--- config.mk ---
export PLATFORM = sky130hd
export DESIGN_NAME = kp_midi_voice_ctrl
export DESIGN_NICKNAME = d
export VERILOG_FILES = /design/src/rtl/kp_midi_voice_ctrl.sv
export SDC_FILE = /design/constraint.sdc
export NUM_CORES = 1
export LEC_CHECK = 0
export CAP_MARGIN = 25
export CORE_MARGIN = 3
export CORE_UTILIZATION = 45
export DETAILED_ROUTE_END_ITERATION = 12
export PLACE_DENSITY = 0.68
export SYNTH_ARGS = -nofsm -noshare
export SYNTH_HDL_FRONTEND = slang
export SYNTH_SLANG_ARGS = --single-unit
export TNS_END_PERCENT = 10
--- constraint.sdc ---
create_clock -name a_clk -period 6.4 [get_ports a_clk]
set_input_delay 1.6 -clock a_clk [delete_from_list [all_inputs] [get_ports a_clk]]
set_output_delay 1.6 -clock a_clk [all_outputs]
set_load 0.1 [all_outputs]
--- src/rtl/kp_midi_voice_ctrl.sv ---
// MIDI note-on/off parser driving Karplus-Strong voice tuning, velocity and trigger.
// Optional string damping through decay_out when KP_MIDI_DAMP_EN is defined.
module kp_midi_voice_ctrl #(
  parameter logic [3:0]  MIDI_CH    = 4'd0,
  parameter int          TRIG_HOLD  = 8,
  parameter logic [11:0] DAMP_DECAY = 12'd256
) (
  input  logic        a_clk,
  input  logic        reset,
  input  logic [7:0]  midi_data,
  input  logic        midi_valid,
  input  logic [11:0] decay_in,
  output logic        trig,
  output logic [6:0]  velocity,
  output logic [10:0] delay_length,
  output logic [6:0]  note,
  output logic        note_active,
  output logic [11:0] decay_out
);

  typedef enum logic [1:0] {
    IDLE    = 2'd0,
    WAIT_D1 = 2'd1,
    WAIT_D2 = 2'd2
  } state_t;

  state_t      r_state;
  logic        r_rs_valid;
  logic        r_rs_on;
  logic [6:0]  r_d1;
  logic [7:0]  r_hold;

  logic        w_byte;
  logic        w_status;
  logic        w_our_status;
  logic        w_exec;
  logic        w_on;
  logic        w_off;
  logic        w_na_next;
  logic [6:0]  w_cl;
  logic [6:0]  w_k;
  logic [6:0]  w_oct;
  logic [9:0]  w_base;
  logic [15:0] w_shift;
  logic [15:0] w_sum;
  logic        w_unused_sum;

  // Real-time bytes are invisible to the parser
  assign w_byte       = midi_valid && (midi_data < 8'hF8);
  assign w_status     = w_byte && midi_data[7];
  assign w_our_status = (midi_data[7:5] == 3'b100)
                        && (midi_data[3:0] == MIDI_CH);

  assign w_exec = w_byte && !midi_data[7] && (r_state == WAIT_D2);
  assign w_on   = w_exec && r_rs_on && (midi_data[6:0] != 7'd0);
  assign w_off  = w_exec && !w_on && (w_cl == note);

  assign w_na_next = w_on ? 1'b1 : (w_off ? 1'b0 : note_active);

  assign w_cl = (r_d1 < 7'd31)  ? 7'd31 :
                (r_d1 > 7'd107) ? 7'd107 : r_d1;

  assign w_k   = w_cl % 7'd12;
  assign w_oct = w_cl / 7'd12;

  always_comb begin
    w_base = 10'd734;
    unique case (w_k)
      7'd0:    w_base = 10'd734;
      7'd1:    w_base = 10'd693;
      7'd2:    w_base = 10'd654;
      7'd3:    w_base = 10'd617;
      7'd4:    w_base = 10'd583;
      7'd5:    w_base = 10'd550;
      7'd6:    w_base = 10'd519;
      7'd7:    w_base = 10'd490;
      7'd8:    w_base = 10'd462;
      7'd9:    w_base = 10'd436;
      7'd10:   w_base = 10'd412;
      7'd11:   w_base = 10'd389;
      default: w_base = 10'd734;
    endcase
  end

  // Octave shift is 0..6 after the clamp, so 16 bits never overflow
  assign w_shift = {6'd0, w_base} << (7'd8 - w_oct);
  assign w_sum   = w_shift + 16'd8;
  assign w_unused_sum = ^{w_sum[15], w_sum[3:0]};

`ifdef KP_MIDI_DAMP_EN
  localparam logic [11:0] DECAY_RST = DAMP_DECAY;
`else
  localparam logic [11:0] DECAY_RST = 12'd0;
`endif

  always_ff @(posedge a_clk) begin
    if (reset) begin
      r_state      <= IDLE;
      r_rs_valid   <= 1'b0;
      r_rs_on      <= 1'b0;
      r_d1         <= 7'd0;
      r_hold       <= 8'd0;
      trig         <= 1'b1;
      velocity     <= 7'd0;
      note         <= 7'd69;
      delay_length <= 11'd218;
      note_active  <= 1'b0;
      decay_out    <= DECAY_RST;
    end else begin
`ifdef KP_MIDI_DAMP_EN
      decay_out <= w_na_next ? decay_in : DAMP_DECAY;
`else
      decay_out <= decay_in;
`endif
      note_active <= w_na_next;

      if (r_hold > 8'd1) begin
        r_hold <= r_hold - 8'd1;
      end else if (r_hold == 8'd1) begin
        r_hold <= 8'd0;
        trig   <= 1'b1;
      end

      if (w_status) begin
        if (w_our_status) begin
          r_rs_valid <= 1'b1;
          r_rs_on    <= midi_data[4];
          r_state    <= WAIT_D1;
        end else begin
          r_rs_valid <= 1'b0;
          r_state    <= IDLE;
        end
      end else if (w_byte) begin
        unique case (r_state)
          IDLE: begin
            if (r_rs_valid) begin
              r_d1    <= midi_data[6:0];
              r_state <= WAIT_D2;
            end
          end
          WAIT_D1: begin
            r_d1    <= midi_data[6:0];
            r_state <= WAIT_D2;
          end
          WAIT_D2: begin
            r_state <= IDLE;
            if (w_on) begin
              note         <= w_cl;
              velocity     <= midi_data[6:0];
              delay_length <= w_sum[14:4];
              trig         <= 1'b0;
              r_hold       <= 8'(TRIG_HOLD);
            end
          end
          default: r_state <= IDLE;
        endcase
      end
    end
  end

endmodule

==> After elaboration in Yosys (flattened, before gate mapping) <==
Memories as Yosys holds them, arrays and structs flattened.
Index checks and enable logic that the tools add are counted.
{ "totals": {"rom_bits": 160, "word_cells": 77, "out_inout_bits": 39, "ff_bits": 58, "memories": 1} }
{ "mem_list": {"columns": ["memory", "depth", "word_bits", "read_ports", "rd_ports_with_merged_regs", "wr", "line_no", "source"], "rows": [
  ["(name not given)", 16, 10, 1, 0, 0, "68", "unique case (w_k)"]
]} }
{ "op_classes": {"div_mod_pow": 2, "bitwise": 1, "order_cmp": 4, "n_eq_ne": 7, "add_sub_neg": 3, "n_reduce_logical": 22, "n_mux": 25, "n_shift": 1} }
{ "op_table": {"columns": ["op", "n"], "rows": [
  ["8-bit 2-to-1 mux", 6],
  ["7-bit 2-to-1 mux", 3],
  ["15-bit by 4-bit adder with 15-bit output (second input constant)", 1],
  ["10-bit by 7-bit << shifter with 15-bit output", 1],
  ["7-bit one-hot mux with 2 select lines", 1],
  ["1-bit 2-to-1 mux", 10],
  ["10-bit 2-to-1 mux", 1],
  ["1-bit logical AND", 9],
  ["8-bit by 1-bit equality test with 1-bit output (second input constant)", 1],
  ["8-bit by 1-bit > comparator with 1-bit output (second input constant)", 1],
  ["8-bit less-than comparator (second input constant)", 1],
  ["4-bit AND reduction", 2],
  ["8-bit by 1-bit subtractor with 8-bit output (second input constant)", 1],
  ["7-bit by 4-bit divider with 7-bit output (second input constant)", 1],
  ["7-bit equality test", 1],
  ["7-bit > comparator (second input constant)", 1],
  ["7-bit by 5-bit less-than comparator with 1-bit output (second input constant)", 1],
  ["7-bit by 4-bit remainder unit with 7-bit output (second input constant)", 1],
  ["7-bit nonzero test", 1],
  ["4-bit by 7-bit subtractor with 7-bit output (first input constant)", 1],
  ["2-bit 2-to-1 mux", 3],
  ["2-bit nonzero test", 3],
  ["4-bit logical NOT", 1],
  ["2-bit one-hot mux with 2 select lines", 1],
  ["10 further kinds", 12]
]} }

==> Longest topological paths before layout <==
Gate-level depths: netlist of the first run.
{ "logic_depth": {"ltp_word": 11, "mapped_depth": 21, "mapped_depth_nobuf": 17} }

==> Least setup slack after synthesis of the first run <==
Ideal clock, no wire load.
{ "synth_timing": {"kind": "flip-flop to flip-flop", "from": "reg r_d1[6]", "to": "reg delay_length[9]", "arrival_ns": 4.455, "period_less_slack_ns": 4.530, "path_stages_with_launch": 19, "path_slack_ns": 1.870, "setup_ns": 0.075, "cell_sequence": "dfxtp_1 buf_6 buf_6 clkbuf_1 or2_2 nand2_1 nor2_1 inv_1 ha_1 buf_2 or2_2 a21oi_1 o21a_1 or4_1 mux2_2 mux4_2 or4b_4 or4_1 a31oi_1"} }
{ "synth_between": {"elab_chain_cells": 8, "word_cells_on_any_way": 12, "classes_between": "add/sub (2); div (2); order compare (2); shift (1); mux (3); reduce/logical (1); memory (1)"} }
{ "synth_lines": {"columns": ["item", "line_no", "source"], "rows": [
  ["start, declared", "30", "logic [6:0] r_d1;"],
  ["start signal, assigned", "137", "r_d1 <= midi_data[6:0];"],
  ["start signal, assigned", "142", "r_d1 <= midi_data[6:0];"],
  ["7-bit > comparator", "61", "(r_d1 > 7'd107) ? 7'd107 : r_d1;"],
  ["7-bit 2-to-1 mux", "61", null],
  ["7-bit 2-to-1 mux *", "60", "assign w_cl = (r_d1 < 7'd31) ? 7'd31 :"],
  ["via w_cl[0]", "40", "logic [6:0] w_cl;"],
  ["7-bit by 4-bit remainder unit with 7-bit output", "63", "assign w_k = w_cl % 7'd12;"],
  ["memory read 16 x 10 bit or 3-bit logical NOT (tied branches)", null, null],
  ["10-bit 2-to-1 mux", "68", null],
  ["10-bit by 7-bit << shifter with 15-bit output *", "86", "assign w_shift = {6'd0, w_base} << (7'd8 - w_oct);"],
  ["15-bit by 4-bit adder with 15-bit output *", "87", "assign w_sum = w_shift + 16'd8;"],
  ["end signal, assigned", "150", "delay_length <= w_sum[14:4];"],
  ["end, declared", "15", "output logic [10:0] delay_length,"]
]} }
Mark *: on every way through the listed nets, which the timed path passes. The rest lies on a longest branch.
A chain may end at the register's enable or synchronous reset.

==> Worst setup path after layout of the first run <==
{ "layout_timing": {"from": "reg r_d1[4]", "to": "reg delay_length[9]"} }
Same word-level chain as after synthesis.

==> flow_summary.yaml, run 1 <==
worst_setup_path:
  critical_path_required_ns: 6.66
  crit_type: "flop to flop"
  worst-endpoint-arrival_ns: 5.48
  cp_max_fo: 23
  critPathCaptureType: "flop"
  start_kind: "flop"
grt:
  global_route_wire_length_before_repair_mm: 18.1
  initial_antenna_violation_count: 0
  grt_start_max_net_pins: 46
  grt_use_total_pct: 21.9
  number_of_global_route_vias_before_repair: 3725
  overflow: 0
clock_network:
  cts_hold_repair.buffers: 0
  clock_tree_sinks: 58
  cts-htree-levels: 3
  clk-insertion-delay-late_ns: 0.33
  cts_root_buffer: "sky130_fd_sc_hd__clkbuf_8"
  postCtsSetupBuffers: 0
  cts_repair_resize_count: 0
  cts_tree: "yes"
  path_clk_slew_ns: 0.07
  numCtsBuffers: 9
  cts_buffer_depth: 2
status:
  status: "complete, no violations"
synth:
  syn-num-nets: 563
  synth.ff_latch_count: 58
  ys_dominant_reg_cell: "sky130_fd_sc_hd__dfxtp_1"
  number_of_enable_flip_flop_cells_after_synthesis: 0
  synthesis.area_per_instance_sq_um: 7.69
  syn-instance-count: 530
  count_of_yosys_warnings_during_synthesis: 0
  seq_area_frac_synth_pct: 28.5
  syn_area_sq_um: 4070
  yosys.cell_types.count: 75
  synth_async_sr_flop_share_pct: 0
run:
  timing.max_cap.violations: 0
sta:
  fmax_ghz: 0.192
  slew_headroom_pct: 30.0
  layout_worst_path_cycle_share_pct: 81.5
  finClkSkew_ns: 0.0113
  worstMarginPinSlew_ns: 1.05
  post-route-min-period_ns: 5.22
  grt_setup_unrepaired: "false"
  final-hold-violation-count: 0
  final_setup_vio_count: 0
  final_max_slew_viol_count: 0
  fin_worst_hold_slack_ns: 0.452
  setup-tns-final_ns: 0
floorplanning:
  design.die.area_sq_um: 10200
  die_w_um: 101
  floorplan.initialDensity_pct: 46.5
  core_area_sq_um: 8760
  rows: 34
  io_pins: 62
  die_height_um: 101
placement:
  port_buffers: 61
  post-dp-hpwl_mm: 8.17
  place_congestion: 0.943
cells_and_area:
  final_layout_size_suffix_gt1_share_pct: 6.96
  layout.cells.most_common: "sky130_fd_sc_hd__clkdlybuf4s50_1"
  synthesis_to_layout_area_growth_pct: 21.0
  num_antenna_cells: 0
  layout_nets: 603
  most_frequent_cells_in_the_layout: "sky130_fd_sc_hd__clkdlybuf4s50_1 (61), sky130_fd_sc_hd__dfxtp_1 (58), sky130_fd_sc_hd__nor2_1 (54), sky130_fd_sc_hd__nand2_1 (48), sky130_fd_sc_hd__a21oi_1 (38)"
routing:
  detail_route.vias_per_cell: 5.94
  routed_wl_mm: 11.1
  vias: 4057
  dr.pass1.iters: 6
  drtAntennaViolNets: 0
  avgRoutedWirePerCell_um: 16.2
  remaining_drc_errors: 0
  drt_first_iter_violations: 197
power_and_ir_drop:
  power.ir.vdd_worst_mv: 0.127
  leakagePower_nw: 1.83
  total_power_density_per_cell_area_nw_per_um2: 204
hold_path:
  holdCritPathClass: "flop to flop"
-- critical path: stages (launching register included) --
cell and delay (ns):
sky130_fd_sc_hd__dfxtp_1 0.80, sky130_fd_sc_hd__buf_4 0.34, sky130_fd_sc_hd__a21o_1 0.12, sky130_fd_sc_hd__nand2_1 0.05
sky130_fd_sc_hd__nand2_1 0.08, sky130_fd_sc_hd__nor2_1 0.10, sky130_fd_sc_hd__inv_1 0.14, sky130_fd_sc_hd__ha_1 0.41
sky130_fd_sc_hd__or2_2 0.21, sky130_fd_sc_hd__a21oi_1 0.07, sky130_fd_sc_hd__o21a_1 0.22, sky130_fd_sc_hd__or4_1 0.56
sky130_fd_sc_hd__mux2_2 0.31, sky130_fd_sc_hd__mux4_2 0.53, sky130_fd_sc_hd__or4b_4 0.56, sky130_fd_sc_hd__or4_1 0.47
sky130_fd_sc_hd__a31oi_1 0.16
-- state kept, by name, indices dropped and copies added, names as in the netlist --
signal and flops:
r_rs_on 1, r_rs_valid 1, r_state 2, note 7, decay_out 12, delay_length 11, note_active 1, r_d1 7
r_hold 8, velocity 7, trig 1
-- where the power goes --
part           internal, mW  leakage, nW  total [mW]  switching (mW)
Sequential            0.385        0.472       0.407          0.0214
Combinational        0.0831         1.24       0.190           0.107
Clock                 0.260        0.117       0.409           0.149
Total                 0.728         1.83        1.01           0.277
-- per-layer routing --
layer	share of wire (%)	GRT usage [%]
met1	44	29.0
met2	48	35.2
met3	6.2	5.51
met4	2.6	6.54
met5	0	0
-- synth_stat cells, types with 5 or more instances --
| cell type | number | area [sq um] |
|---|---|---|
| sky130_fd_sc_hd__ha_1 | 10 | 125 |
| sky130_fd_sc_hd__o31ai_1 | 9 | 67.6 |
| sky130_fd_sc_hd__xnor2_1 | 8 | 70.1 |
| sky130_fd_sc_hd__o21ai_0 | 22 | 110 |
| sky130_fd_sc_hd__nor4bb_1 | 5 | 50.1 |
| sky130_fd_sc_hd__and2_1 | 8 | 50.1 |
| sky130_fd_sc_hd__buf_2 | 16 | 80.1 |
| sky130_fd_sc_hd__nand2b_1 | 9 | 56.3 |
| sky130_fd_sc_hd__o211ai_1 | 13 | 97.6 |
| sky130_fd_sc_hd__o22ai_1 | 6 | 37.5 |
| sky130_fd_sc_hd__clkbuf_1 | 20 | 75.1 |
| sky130_fd_sc_hd__dfxtp_1 | 58 | 1160 |
| sky130_fd_sc_hd__nand3_1 | 8 | 40.0 |
| sky130_fd_sc_hd__a31oi_1 | 6 | 37.5 |
| sky130_fd_sc_hd__nand2_1 | 48 | 180 |
| sky130_fd_sc_hd__mux2i_1 | 11 | 110 |
| sky130_fd_sc_hd__nor4b_1 | 5 | 43.8 |
| sky130_fd_sc_hd__nor3_1 | 20 | 100 |
| sky130_fd_sc_hd__a21oi_1 | 38 | 190 |
| sky130_fd_sc_hd__nor4_1 | 9 | 56.3 |
| sky130_fd_sc_hd__nor2_1 | 54 | 203 |
| sky130_fd_sc_hd__xor2_1 | 8 | 70.1 |
| sky130_fd_sc_hd__or3_1 | 7 | 43.8 |
| sky130_fd_sc_hd__a211oi_1 | 9 | 67.6 |
| sky130_fd_sc_hd__inv_1 | 16 | 60.1 |
| sky130_fd_sc_hd__nor2b_1 | 19 | 119 |
| sky130_fd_sc_hd__and3_1 | 6 | 37.5 |
| sky130_fd_sc_hd__or4_1 | 5 | 37.5 |
-- area by class of cell --
cell class | count | area (sq um)
clock buffers | 10 | 128
clock inverters | 6 | 115
fillers | 814 | 3830
inverters | 17 | 63.8
multi-input cells | 414 | 2650
flip-flops and latches | 58 | 1160
well taps | 108 | 135
repair buffers | 70 | 676
-- stage by stage --
stage               cell area [sq um]  total power, mW  utilization, %  setup WS (ns)  cells
CTS                              4920             1.02            56.2           1.26    682
global route                     4930             1.06            56.3          0.916    683
finish                           4930             1.01            56.3           1.18    683
detailed placement               4680            0.605            53.4           1.28    666
global placement                 4680            0.601            53.4           1.37    666
floorplan                        4070            0.559               -           1.87    530
-- kinds of logic after synthesis --
| kind of cell | after synthesis | share of synthesized area [%] |
|---|---|---|
| xor gates and xnor gates | 16 | 3.44 |
| DFF | 58 | 28.5 |
| adders and majority gates | 10 | 3.07 |
| muxes | 15 | 4.08 |
| AOI/OAI and AO/OA | 141 | 23.4 |
| buffers and inverters | 58 | 6.66 |
| and+or+nand+nor | 232 | 30.9 |
-- worst paths after layout --
path,startpoint,endpoint,slack [ns],depth (start not counted)
worst max-delay path,r_d1[4],delay_length[9],1.18,16
worst min-delay path,velocity[6],velocity[6],0.45,2
worst max register to register,r_d1[4],delay_length[9],1.18,16
worst min register to register,velocity[6],velocity[6],0.45,2
(Power assumes the default switching activity.)
==> run 2, diff against run 1 <==
Settings changed: PLACE_DENSITY 0.68 to 0.71.
Clock period 6.4 ns to 4.73 ns, I/O delays scaled along.
==> run 2 against run 1 <==
Against the previous run: cell area rose by 1.9%; routed wire length increased by 3.6%; flip-flop and latch count is the same; total power grew 33%; sequential share of layout area decreased by 0.42 points; worst hold slack better by 0.0032 ns; register-to-register slack worse by 0.90 ns; worst setup slack got worse by 0.90 ns; first-iteration DRC count is 48% higher; clock skew up 0.0026 ns; sequential power increased by 35%; via count is 2.9% higher; critical endpoint unchanged; highest routed layer unchanged.
==> flow_summary.yaml, run 2 (synthesis gave the netlist of run 1 again) <==
status:
  status: "complete, no violations"
cells_and_area:
  postLayoutCellArea_sq_um: 5020
  layout_top_registers: "decay_out: 12 flops, delay_length: 11 flops, r_hold: 8 flops"
  layout_nets: 616
  registers.top_by_ff_count: "decay_out"
  layout.cells.most_common: "sky130_fd_sc_hd__clkdlybuf4s50_1"
  synthesis_to_layout_area_growth_pct: 23.3
  seqCellArea_sq_um: 1160
  post_layout_nonfiller_instances: 696
  largest_reg_flops: 12
  multiInputGateArea_sq_um: 2650
  num_antenna_cells: 0
  layout.filler_cells: 805
  most_frequent_cells_in_the_layout: "sky130_fd_sc_hd__clkdlybuf4s50_1 (61), sky130_fd_sc_hd__dfxtp_1 (57), sky130_fd_sc_hd__nor2_1 (54), sky130_fd_sc_hd__nand2_1 (48), sky130_fd_sc_hd__a21oi_1 (38)"
  final_layout_size_suffix_gt1_share_pct: 9.52
worst_setup_path:
  cp_max_fo: 11
  start_kind: "flop"
  crit_type: "flop to flop"
  worst-endpoint-arrival_ns: 4.70
  critical_path_required_ns: 4.99
  critPathCaptureType: "flop"
routing:
  vias: 4174
  avgRoutedWirePerCell_um: 16.5
  drt_first_iter_violations: 291
  drtAntennaViolNets: 0
  met1_length_mm: 4.95
  remaining_drc_errors: 0
  dr.max_layer_used: "met4"
  met2_length_mm: 5.66
  routed_wl_mm: 11.5
  dr.pass1.iters: 5
  wl_met3_um: 590
  detail_route.vias_per_cell: 6.00
clock_network:
  cts_buffer_depth: 2
  numCtsBuffers: 9
  cts_tree: "yes"
  path_clk_slew_ns: 0.07
  cts-htree-levels: 3
  postCtsSetupBuffers: 0
  clk-insertion-delay-late_ns: 0.34
  clock_tree_sinks: 58
  cts_hold_repair.buffers: 0
  cts_repair_resize_count: 0
  cts_root_buffer: "sky130_fd_sc_hd__clkbuf_8"
grt:
  global_route_wire_length_before_repair_mm: 18.9
  overflow: 0
  grt_start_max_net_pins: 46
  number_of_global_route_vias_before_repair: 3860
  grt_use_total_pct: 22.7
  initial_antenna_violation_count: 0
sta:
  worstMarginPinSlew_ns: 0.996
  fin_worst_hold_slack_ns: 0.456
  fmax_ghz: 0.225
  grt_setup_unrepaired: "false"
  final_max_slew_viol_count: 0
  finClkSkew_ns: 0.0139
  final_setup_vio_count: 0
  post-route-min-period_ns: 4.44
  layout_worst_path_cycle_share_pct: 93.9
  slew_headroom_pct: 33.4
  final-hold-violation-count: 0
  setup-tns-final_ns: 0
floorplanning:
  io_pins: 62
  rows: 34
  floorplan.initialDensity_pct: 46.5
  die_w_um: 101
  die_height_um: 101
  core_area_sq_um: 8760
  design.die.area_sq_um: 10200
power_and_ir_drop:
  leakagePower_nw: 1.90
  power.ir.vdd_worst_mv: 0.173
  total_power_density_per_cell_area_nw_per_um2: 265
  total_power_mw: 1.33
run:
  timing.max_cap.violations: 0
placement:
  dpl.cell_count: 678
  place_congestion: 0.979
  port_buffers: 61
  dpl_cell_area_sq_um: 4770
  post-dp-hpwl_mm: 8.52
hold_path:
  holdCritPathClass: "flop to flop"
==> run 2: power by group <==
group          switching, mW  internal (mW)
Clock                  0.205          0.312
Sequential            0.0296          0.521
Combinational          0.151          0.113
Total                  0.386          0.946
==> run 2: path summary, 6_finish.rpt <==
kind	depth (start not counted)	endpoint	slack, ns	start
min	2	velocity[1]	0.46	velocity[1]
min reg2reg	2	velocity[1]	0.46	velocity[1]
max	14	delay_length[9]	0.29	r_d1[5]
max reg2reg	14	delay_length[9]	0.29	r_d1[5]
==> run 2: area by class of cell <==
class                           instances  area share [%]
Inverter                               17            1.27
Tap cell                              108            2.69
Clock inverter                          6            1.79
Multi-Input combinational cell        414            52.8
Timing Repair Buffer                   83            15.6
Clock buffer                           10            2.74
Sequential cell                        58            23.1
==> run 2: per-stage QoR <==
step | setup WS (ns) | util, %
after floorplan | 0.200 | -
after global placement | 0.342 | 54.5
after detailed placement | 0.263 | 54.5
after CTS | 0.232 | 57.1
after global routing | 0.00905 | 57.3
final | 0.288 | 57.3
==> run 2: critical path, stage by stage (launching register included) <==
cell	delay, ns
sky130_fd_sc_hd__dfxtp_2	0.37
sky130_fd_sc_hd__or2_2	0.32
sky130_fd_sc_hd__nand2_1	0.08
sky130_fd_sc_hd__nor2_1	0.06
sky130_fd_sc_hd__inv_1	0.13
sky130_fd_sc_hd__ha_1	0.39
sky130_fd_sc_hd__or2_2	0.20
sky130_fd_sc_hd__a21oi_1	0.07
sky130_fd_sc_hd__o21a_1	0.19
sky130_fd_sc_hd__or4_1	0.54
sky130_fd_sc_hd__mux2_2	0.30
sky130_fd_sc_hd__mux4_2	0.54
sky130_fd_sc_hd__or4b_4	0.56
sky130_fd_sc_hd__or4_1	0.47
sky130_fd_sc_hd__a31oi_1	0.16
==> run 2: layer usage <==
metal | track usage, % | vias to the layer above
met5 | 0 | -
met4 | 7.67 | 0
met3 | 4.68 | 30
met2 | 37.3 | 140
met1 | 29.6 | 1962
li1 | - | 2042
==> run 3, diff against run 2 <==
Settings changed: CORE_ASPECT_RATIO set to 0.9.
==> run 3 against run 2 <==
Against the previous run: clock-buffer cell count grew 2; worst setup slack gained 0.089 ns; global-route usage shrank 0.46 points; via count grew 0.93%; die area is essentially flat; total power shrank 3.6%; register-to-register slack gained 0.09 ns; cell area shrank 0.12%; flip-flop and latch count is the same; worst hold slack gained 0.0055 ns; clock skew shrank 0.0057 ns; maximum frequency grew 2.0%; critical path type unchanged; critical endpoint unchanged; highest routed layer unchanged.
==> flow_summary.yaml, run 3 (synthesis gave the netlist of run 1 again) <==
cells_and_area:
  most_frequent_cells_in_the_layout: "sky130_fd_sc_hd__clkdlybuf4s50_1 (61), sky130_fd_sc_hd__dfxtp_1 (58), sky130_fd_sc_hd__nor2_1 (54), sky130_fd_sc_hd__nand2_1 (48), sky130_fd_sc_hd__a21oi_1 (38)"
  layout_top_registers: "decay_out: 12 flops, delay_length: 11 flops, r_hold: 8 flops"
  seqCellArea_sq_um: 1160
  layout_nets: 615
  registers.top_by_ff_count: "decay_out"
  final_layout_size_suffix_gt1_share_pct: 9.20
  synthesis_to_layout_area_growth_pct: 23.2
  multiInputGateArea_sq_um: 2660
  layout.filler_cells: 791
  largest_reg_flops: 12
  layout.cells.most_common: "sky130_fd_sc_hd__clkdlybuf4s50_1"
  num_antenna_cells: 0
floorplanning:
  floorplan.initialDensity_pct: 46.9
  design.die.area_sq_um: 10200
  die_height_um: 96.3
  die_w_um: 106
  core_area_sq_um: 8690
  io_pins: 62
  rows: 32
grt:
  initial_antenna_violation_count: 0
  grt_start_max_net_pins: 46
  number_of_global_route_vias_before_repair: 3911
  grt_use_total_pct: 22.2
  overflow: 0
  global_route_wire_length_before_repair_mm: 18.5
clock_network:
  cts_buffer_depth: 2
  numCtsBuffers: 9
  cts_tree: "yes"
  cts_root_buffer: "sky130_fd_sc_hd__clkbuf_8"
  clock_tree_sinks: 58
  clk-insertion-delay-late_ns: 0.33
  cts-htree-levels: 3
  postCtsSetupBuffers: 0
  path_clk_slew_ns: 0.07
sta:
  slew_headroom_pct: 32.6
  final_setup_vio_count: 0
  grt_setup_unrepaired: "false"
  finClkSkew_ns: 0.00825
  final-hold-violation-count: 0
  layout_worst_path_cycle_share_pct: 92.0
  setup-tns-final_ns: 0
  worstMarginPinSlew_ns: 1.01
  final_max_slew_viol_count: 0
  post-route-min-period_ns: 4.35
  fmax_ghz: 0.230
hold_path:
  worstHoldStart: "trig"
  worstHoldEndpoint: "trig"
  holdCritPathClass: "flop to flop"
  min_path_cells: 2
worst_setup_path:
  critical_path_required_ns: 4.99
  worstReg2RegEnd: "delay_length[9]"
  worst_r2r_startpoint: "r_d1[6]"
  start_kind: "flop"
  reg2regPathDepth: 17
  cp_max_fo: 28
  rrSetupSlack_ns: 0.38
  worst-endpoint-arrival_ns: 4.62
  crit_type: "flop to flop"
  critPathCaptureType: "flop"
routing:
  dr.pass1.iters: 6
  remaining_drc_errors: 0
  routed_wl_mm: 11.6
  vias: 4213
  drtAntennaViolNets: 0
  drt_first_iter_violations: 332
  detail_route.vias_per_cell: 5.97
  avgRoutedWirePerCell_um: 16.4
status:
  status: "complete, no violations"
power_and_ir_drop:
  total_power_density_per_cell_area_nw_per_um2: 256
  power.ir.vdd_worst_mv: 0.245
  total_power_mw: 1.28
  leakagePower_nw: 1.88
placement:
  place_congestion: 1.02
  post-dp-hpwl_mm: 8.44
  port_buffers: 61
run:
  timing.max_cap.violations: 0
run 3: repair_timing:
item	CTS	global route
hold buffers	0	0
endpoints found under the hold margin	0	0
resized for setup	0	3
endpoints found under the setup margin	0	1
run 3: critical path, cell delays in order (launching register included):
cell,delay (ns)
sky130_fd_sc_hd__dfxtp_1,0.36
sky130_fd_sc_hd__buf_4,0.29
sky130_fd_sc_hd__and3b_1,0.23
sky130_fd_sc_hd__o21ai_0,0.16
sky130_fd_sc_hd__nand2_1,0.21
sky130_fd_sc_hd__inv_1,0.13
sky130_fd_sc_hd__ha_1,0.20
sky130_fd_sc_hd__nand2b_1,0.28
sky130_fd_sc_hd__o211ai_1,0.25
sky130_fd_sc_hd__or2_0,0.30
sky130_fd_sc_hd__nor2_1,0.10
sky130_fd_sc_hd__a21oi_1,0.05
sky130_fd_sc_hd__nor2_1,0.12
sky130_fd_sc_hd__ha_1,0.18
sky130_fd_sc_hd__inv_1,0.06
sky130_fd_sc_hd__or4_1,0.64
sky130_fd_sc_hd__or4_1,0.54
sky130_fd_sc_hd__a31oi_1,0.16
run 3: cell type report:
| cell class | instances | share of cell area (%) |
|---|---|---|
| clock buffer | 12 | 3.09 |
| clock inverter | 4 | 0.997 |
| sequential | 58 | 23.1 |
| tap | 119 | 2.97 |
| inverter | 17 | 1.27 |
| multi-input combinational | 414 | 52.9 |
| timing repair buffer | 82 | 15.6 |
run 3: through the flow:
step	cell area, sq um	worst slack [ns]	hold slack, ns	utilization, %	std cells
floorplan	4070	0.200	0.452	-	530
global placement	4800	0.456	0.445	55.2	689
detailed placement	4800	0.299	0.449	55.2	689
CTS	5000	0.284	0.465	57.6	705
global route	5020	0.00202	0.486	57.8	706
finish	5020	0.377	0.461	57.8	706
run 3: worst max-delay path by stage:
stage | startpoint | endpoint | slack, ns
2_1_floorplan | r_d1[6] | delay_length[9] | 0.20
3_3_place_gp | r_d1[3] | delay_length[9] | 0.46
3_5_place_dp | r_d1[3] | delay_length[9] | 0.30
4_1_cts | r_d1[3] | delay_length[9] | 0.28
5_1_grt | r_d1[5] | delay_length[9] | 0.002
6_report | r_d1[6] | delay_length[9] | 0.38
run 3: power by group:
part	internal, mW	switching [mW]	leakage [nW]
Sequential	0.521	0.0298	0.472
Clock	0.271	0.198	0.0986
Combinational	0.113	0.150	1.31
Total	0.906	0.378	1.88
run 3: routing by layer:
metal  track usage, %  wire length (um)  vias to the layer above
met5                0                 0                        -
li1                 -                 -                     2045
met4             8.31               263                        0
met2             35.1              5340                      162
met1             29.1              5220                     1978
met3             6.04               733                       28
